==> config.mk <==
export PLATFORM = sky130hd
export DESIGN_NAME = gbt_link_init_seq
export DESIGN_NICKNAME = d
export VERILOG_FILES = /design/src/rtl/gbt_link_init_seq.sv
export SDC_FILE = /design/constraint.sdc
export NUM_CORES = 1
export LEC_CHECK = 0
export ABC_AREA = 1
export CAP_MARGIN = 15
export CORE_MARGIN = 2
export CORE_UTILIZATION = 60
export DETAILED_ROUTE_END_ITERATION = 16
export GPL_ROUTABILITY_DRIVEN = 1
export PLACE_DENSITY = 0.89
export SLEW_MARGIN = 20
export SYNTH_ARGS = -nofsm -noshare
export SYNTH_HDL_FRONTEND = slang
export SYNTH_SLANG_ARGS = --single-unit
==> constraint.sdc <==
create_clock -name CLK -period 3.2 [get_ports CLK]
set_input_delay 0.48 -clock CLK [delete_from_list [all_inputs] [get_ports CLK]]
set_output_delay 0.48 -clock CLK [all_outputs]
set_load 0.05 [all_outputs]
==> src/rtl/gbt_link_init_seq.sv <==
// gbt_link_init_seq: optical-link bring-up sequencer (QPLL -> GTX -> GBT) with per-phase timeouts and bounded retries
module gbt_link_init_seq #(
    parameter int          QPLL_RST_LEN = 16,
    parameter int          GTX_RST_LEN  = 16,
    parameter logic [19:0] WAIT_TMO     = 20'hFFFFF,
    parameter int          MAX_RETRY    = 3
) (
    input  logic       CLK,
    input  logic       RST,
    input  logic       RUN,
    input  logic       QPLL_LOCK,
    input  logic       TX_RST_DONE,
    input  logic       RX_RST_DONE,
    input  logic       RX_ALIGNED,
    input  logic       RESYNC,
    output logic       QPLL_RST,
    output logic       GTX_TX_RST,
    output logic       GTX_RX_RST,
    output logic       GBT_RST,
    output logic       LINK_READY,
    output logic       INIT_FAIL,
    output logic [3:0] RETRY_CNT,
    output logic [2:0] STATE
);
    typedef enum logic [2:0] {
        S_IDLE      = 3'd0,
        S_QPLL_RST  = 3'd1,
        S_W4QPLL    = 3'd2,
        S_GTX_RST   = 3'd3,
        S_W4RSTDONE = 3'd4,
        S_W4ALIGN   = 3'd5,
        S_READY     = 3'd6,
        S_FAIL      = 3'd7
    } state_t;

    localparam logic [19:0] Q_END = 20'(QPLL_RST_LEN - 1);
    localparam logic [19:0] G_END = 20'(GTX_RST_LEN - 1);
    localparam logic [19:0] T_END = WAIT_TMO - 20'd1;
    localparam logic [3:0]  R_MAX = 4'(MAX_RETRY);

    state_t      state_q, state_d;
    logic [19:0] timer_q, timer_d;
    logic [3:0]  retry_q, retry_d;
    logic [4:0]  out_q, out_d;
    logic        tmo;

    always_comb begin
        state_d = state_q;
        retry_d = retry_q;
        tmo     = 1'b0;
        if (state_q != S_IDLE && !RUN) begin
            state_d = S_IDLE;
            retry_d = '0;
        end else begin
            case (state_q)
                S_IDLE:      state_d = RUN ? S_QPLL_RST : S_IDLE;
                S_QPLL_RST:  if (timer_q == Q_END) state_d = S_W4QPLL;
                S_W4QPLL:    if (QPLL_LOCK) state_d = S_GTX_RST; else tmo = (timer_q == T_END);
                S_GTX_RST:   if (!QPLL_LOCK) state_d = S_QPLL_RST; else if (timer_q == G_END) state_d = S_W4RSTDONE;
                S_W4RSTDONE: if (TX_RST_DONE && RX_RST_DONE) state_d = S_W4ALIGN; else tmo = (timer_q == T_END);
                S_W4ALIGN:   if (RX_ALIGNED) state_d = S_READY; else tmo = (timer_q == T_END);
                S_READY:     if (!QPLL_LOCK) state_d = S_QPLL_RST; else if (!RX_ALIGNED || RESYNC) state_d = S_GTX_RST;
                S_FAIL:      if (RESYNC) begin state_d = S_QPLL_RST; retry_d = '0; end
                default:     state_d = S_IDLE;
            endcase
        end
        // retry budget exhausted parks in Fail with the count held at its ceiling
        if (tmo) begin
            state_d = (retry_q == R_MAX) ? S_FAIL : S_QPLL_RST;
            retry_d = (retry_q == R_MAX) ? retry_q : retry_q + 4'd1;
        end
        if (state_d == S_READY && state_q != S_READY) retry_d = '0;
        timer_d = (state_d != state_q) ? '0 : timer_q + {19'd0, ~&timer_q};
        case (state_d)
            S_IDLE, S_QPLL_RST:    out_d = 5'b11100;
            S_W4QPLL, S_GTX_RST:   out_d = 5'b01100;
            S_W4RSTDONE:           out_d = 5'b00100;
            S_W4ALIGN:             out_d = 5'b00000;
            S_READY:               out_d = 5'b00010;
            default:               out_d = 5'b11101;
        endcase
    end

    always_ff @(posedge CLK) begin
        if (RST) begin
            state_q <= S_IDLE;
            timer_q <= '0;
            retry_q <= '0;
            out_q   <= 5'b11100;
        end else begin
            state_q <= state_d;
            timer_q <= timer_d;
            retry_q <= retry_d;
            out_q   <= out_d;
        end
    end

    assign QPLL_RST   = out_q[4];
    assign GTX_TX_RST = out_q[3];
    assign GTX_RX_RST = out_q[3];
    assign GBT_RST    = out_q[2];
    assign LINK_READY = out_q[1];
    assign INIT_FAIL  = out_q[0];
    assign RETRY_CNT  = retry_q;
    assign STATE      = state_q;
endmodule

# Word-level counts from Yosys, hierarchy flattened
# Index checks and enable logic that the tools add are counted.
# op_classes
mux	25
n_eq_ne	19
n_addsub	2
reduce_logical	18
# ops
op	count
2-to-1 mux 3 bit	12
one-hot mux 5 bit (5 select lines)	1
one-hot mux 3 bit (8 select lines)	1
== test 3 bit (second input constant)	7
adder 20 x 1 -> 20 bit	1
== test 20 bit (second input constant)	1
== test 20 x 4 -> 1 bit (second input constant)	1
2-to-1 mux 4 bit	5
AND reduction 20 bit	1
== test 3 x 2 -> 1 bit (second input constant)	4
nonzero test 3 bit	3
OR reduction 2 bit	4
== test 3 x 1 -> 1 bit (second input constant)	2
logical NOT 3 bit	2
2-to-1 mux 1 bit	5
adder 4 x 1 -> 4 bit (second input constant)	1
== test 4 x 2 -> 1 bit (second input constant)	1
logical AND 1 bit	3
logical NOT 1 bit	3
!= test 3 bit	1
!= test 3 bit (second input constant)	1
one-hot mux 1 bit (3 select lines)	1
AND reduction 3 bit	1
!= test 2 bit (second input constant)	1
logical OR 1 bit	1
# word_totals
input_bits	8
output_inout_bits	13
reg_bits	32

# Depth between registers and ports, before layout
# depth
ltp_word	10
ltp_mapped	18

# Worst setup path after synthesis
# No wires, ideal clock.
# synth_path
path_type	register to register
start	reg timer_q[8]
end	reg timer_q[18]
slack_ps	1041
t_arrival_ps	2042
path_stages_with_launch	15
period_less_slack_ps	2159
cell_sequence	dfxtp_1 > nand2_1 > nor2_1 > nand3_1 > nor2_1 > nand2_1 > ha_1 > ha_1 > nand3_1 > nor2_1 > nand3_1 > nor4_1 > nand4_1 > xor2_1 > nor2_2
# synth_between
elab_chain_cells	8
word_cells_on_any_way	18
cone_classes	1 x add/sub; 3 x eq/ne; 11 x mux; 3 x reduce/logical
# synth_rtl
item	line	source
from (decl)	42	logic [19:0] timer_q, timer_d;
from (signal assigned)	92	timer_q <= timer_d;
== test 20 x 4 -> 1 bit	57, 59	
2-to-1 mux 3 bit (2 in series)	59	S_GTX_RST: if (!QPLL_LOCK) state_d = S_QPLL_RST; else if (timer_q == G_END) state_d = S_W4RSTDONE;
one-hot mux 3 bit (8 select lines)	55	case (state_q)
2-to-1 mux 3 bit	51	if (state_q != S_IDLE && !RUN) begin
2-to-1 mux 3 bit	68	if (tmo) begin
!= test 3 bit	73	timer_d = (state_d != state_q) ? '0 : timer_q + {19'd0, ~&timer_q};
OR reduction 2 bit (no line)	n/a	
# Several ways; a longest one is shown, not always the timed one.
# A chain may end at the register's enable or synchronous reset.

# Worst setup path after layout
# Same ends and word-level chain as after synthesis.

==> out/metrics.csv <==
stage,metric,value,unit
yosys,syn avg cell area,7.03,um2
sta,RSZ-0062 raised after global routing,false,
worst_setup_path,Crit path arrival time,2.78,ns
worst_setup_path,CP endpoint kind,flip-flop,
clock_network,# Post-CTS Setup Buffers,0,
worst_setup_path,R2R cell count,14,
global_route,pin count of the biggest net entering global routing,21,
yosys,XOR/XNOR Fraction of Synth Area,0.0858,
sta,worst slew pin tran,0.619,ns
yosys,"Top FF cell, synth",dfxtp_1,
yosys,Post-Syn Instances,276,
sta,Highest Clock Rate,0.389,GHz
run_status,outcome,completed,
global_route,first-pass GRT wire length,6.33,mm
clock_network,clk root buf,clkbuf_4,
yosys,Seq cells post-synth,32,
die,num ports,21,
final_layout,Post-Layout Cell Count,342,
flow_run,maxcap violations,0,
die,die area,0.00371,mm2
min_path,Hold Crit Start,timer_q[19],
global_route,initial antenna violation count,0,
clock_network,CTS Buf Count,5,
worst_setup_path,RR Startpoint,timer_q[8],
placement,global placement routability congestion,0.961,
drt,via count,1729,
drt,final WL,3.77,mm
drt,Vias per Instance,5.06,
clock_network,cts hold-fix bufs,0,
power_and_ir_drop,Power Density,315,mW/mm2
sta,Slew HR,0.586,
drt,Initial DRC Count,96,
die,core area,0.00305,mm2
global_route,vias in the first global route,1505,
die,initial core utilization,0.636,
worst_setup_path,CP max FO,5,
yosys,"Distinct cells, synth",30,
drt,DR DRC count,0,
sta,Final Slew Violations,0,
drt,WL/cell,11.0,um
die,Die Y,60.9,um
worst_setup_path,CP startpoint kind,flip-flop,
yosys,mapped cell area,0.00194,mm2
sta,min Tclk post-route,2.57,ns
final_layout,# diodes,0,
final_layout,area grow syn2layout,13.3,%
drt,ANT nets after route,0,
sta,Final Setup Violations,0,
die,# rows,20,
yosys,sequential area share after synthesis,0.330,
worst_setup_path,"Req. time, crit path",3.41,ns
sta,Tcrit/Tclk final,0.804,
die,die width,60.9,um
yosys,compound-gate portion of the synthesized area,0.0348,
yosys,"FFs w/ async S/R, synth",0,
global_route,Tot GR Track Use,0.231,
yosys,post-synthesis adder-cell area fraction,0.0193,
power_and_ir_drop,Lkg Pwr,0.882,nW
min_path,Worst Hold Class,flip-flop to flip-flop,
min_path,Hold Path Depth,3,
yosys,largest family of logic cells by synthesized area,simple AND/OR/NAND/NOR gates,
final_layout,post-layout instance area,0.00220,mm2
sta,final worst setup slack,0.629,ns
power_and_ir_drop,Pwr Total,694,uW
yosys,mux cell area share after synthesis,0,
min_path,Hold Path Sink,timer_q[19],
sta,Setup TNS,0,ns
clock_network,H-tree depth,2,
clock_network,CTS sink count,32,
yosys,post-synthesis simple-gate area fraction,0.433,
final_layout,NumNets Final,308,
global_route,grt ovf,0,
clock_network,"Reg clk slew, reported paths",0.09,ns
placement,PortBufs,20,
final_layout,fraction of layout cells with a size suffix above 1,0.154,
yosys,Synth Net Count,287,
clock_network,CTS max path bufs,2,
power_and_ir_drop,worst ir drop on vdd,0.208,mV
placement,placed inst area,0.00214,mm2
sta,final setup skew,0.00524,ns
placement,detailed placer's ending HPWL,2.86,mm
yosys,"EDFF count, synth",0,
worst_setup_path,Critical R2R Capture,timer_q[18],
yosys,Synth Warn #,0,
clock_network,later-pin clock latency in the skew report,0.33,ns
clock_network,PostCTS Resize Cnt,0,
worst_setup_path,CP Class,flip-flop to flip-flop,
drt,drt pass-1 iters,4,
clock_network,CTS tree,done,
placement,placed cells,334,
placement,DP Worst Slack,0.552,ns
worst_setup_path,worst reg2reg setup slack,0.63,ns
sta,final hold viol count,0,
## flip-flops by register name (all words and copies together) (netlist names)
signal	cells
STATE	3
RETRY_CNT	4
timer_q	20
out_q	5
## routing by layer
layer / vias up / global-route usage / wire length, um
met5: - / 0 / 0
met3: 7 / 0.0490 / 212
li1: 905 / - / -
met1: 771 / 0.297 / 1780
met2: 46 / 0.372 / 1720
met4: 0 / 0.106 / 59
## cell families after synthesis
| kind of cell | Yosys count |
|---|---|
| DFF | 32 |
| AOI/OAI and AO/OA | 12 |
| adders and majority gates | 3 |
| and+or+nand+nor | 169 |
| buffers and inverters | 41 |
| xor gates and xnor gates | 19 |
## per-stage QoR
stage	util	hold WS [ns]
6_report	0.720	0.575
5_1_grt	0.720	0.605
4_1_cts	0.720	0.578
3_5_place_dp	0.701	0.563
3_3_place_gp	0.701	0.550
2_1_floorplan	-	0.529
## final cells by class
type | count | area, um2
clock buffers | 8 | 58.8
fillers | 262 | 855
flip-flops and latches | 32 | 641
inverters | 35 | 133
well taps | 44 | 55.1
multi-input cells | 203 | 1110
repair buffers | 20 | 200
## worst max-delay path by stage
stage / endpoint / slack, ns / start / cells after the start
global route: timer_q[18] / 0.37 / timer_q[8] / 14
floorplan: timer_q[18] / 1.04 / timer_q[8] / 14
CTS: timer_q[18] / 0.66 / timer_q[8] / 14
finish: timer_q[18] / 0.63 / timer_q[8] / 14
global placement: timer_q[18] / 0.60 / RX_ALIGNED / 13
detailed placement: timer_q[13] / 0.55 / RX_ALIGNED / 13
## cells in the mapped netlist (all sizes together) (2+ instances only)
cell,count,area share
a21oi,2,0.0052
buf,6,0.029
dfxtp,32,0.33
ha,3,0.019
inv,34,0.066
nand2,63,0.13
nand3,24,0.070
nand4,10,0.035
nor2,63,0.16
nor3,4,0.016
o21ai,7,0.018
xnor2,7,0.032
xor2,12,0.054
## placed cells by master, fill, tap and decap left out, types with 5 or more instances in the layout
| cell type | netlist | final |
|---|---|---|
| inv_1 | 34 | 34 |
| xor2_1 | 12 | 12 |
| nor2_2 | 22 | 22 |
| clkbuf_4 | 0 | 5 |
| nand4_1 | 9 | 9 |
| nand2_1 | 55 | 55 |
| nor2_1 | 39 | 39 |
| dfxtp_1 | 32 | 32 |
| nand2_2 | 8 | 8 |
| xnor2_1 | 7 | 7 |
| nand3_1 | 21 | 21 |
| o21ai_0 | 6 | 6 |
| clkdlybuf4s50_1 | 0 | 20 |
## critical path, cell delays in order (launching register included)
cell and delay [ns]:
dfxtp_1 0.38, nand2_1 0.14, nor2_1 0.08, nand3_1 0.09
nor2_1 0.05, nand2_1 0.06, ha_1 0.18, ha_1 0.19
nand3_1 0.15, nor2_1 0.20, nand3_1 0.16, nor4_1 0.37
nand4_1 0.17, xor2_1 0.20, nor2_2 0.06
## where the power goes
group	internal, mW	leakage [nW]	switching (mW)
combinational	0.0184	0.591	0.0325
clock	0.108	0.0326	0.129
sequential	0.401	0.258	0.00447
No activity file was read; power rests on OpenSTA's default activity.
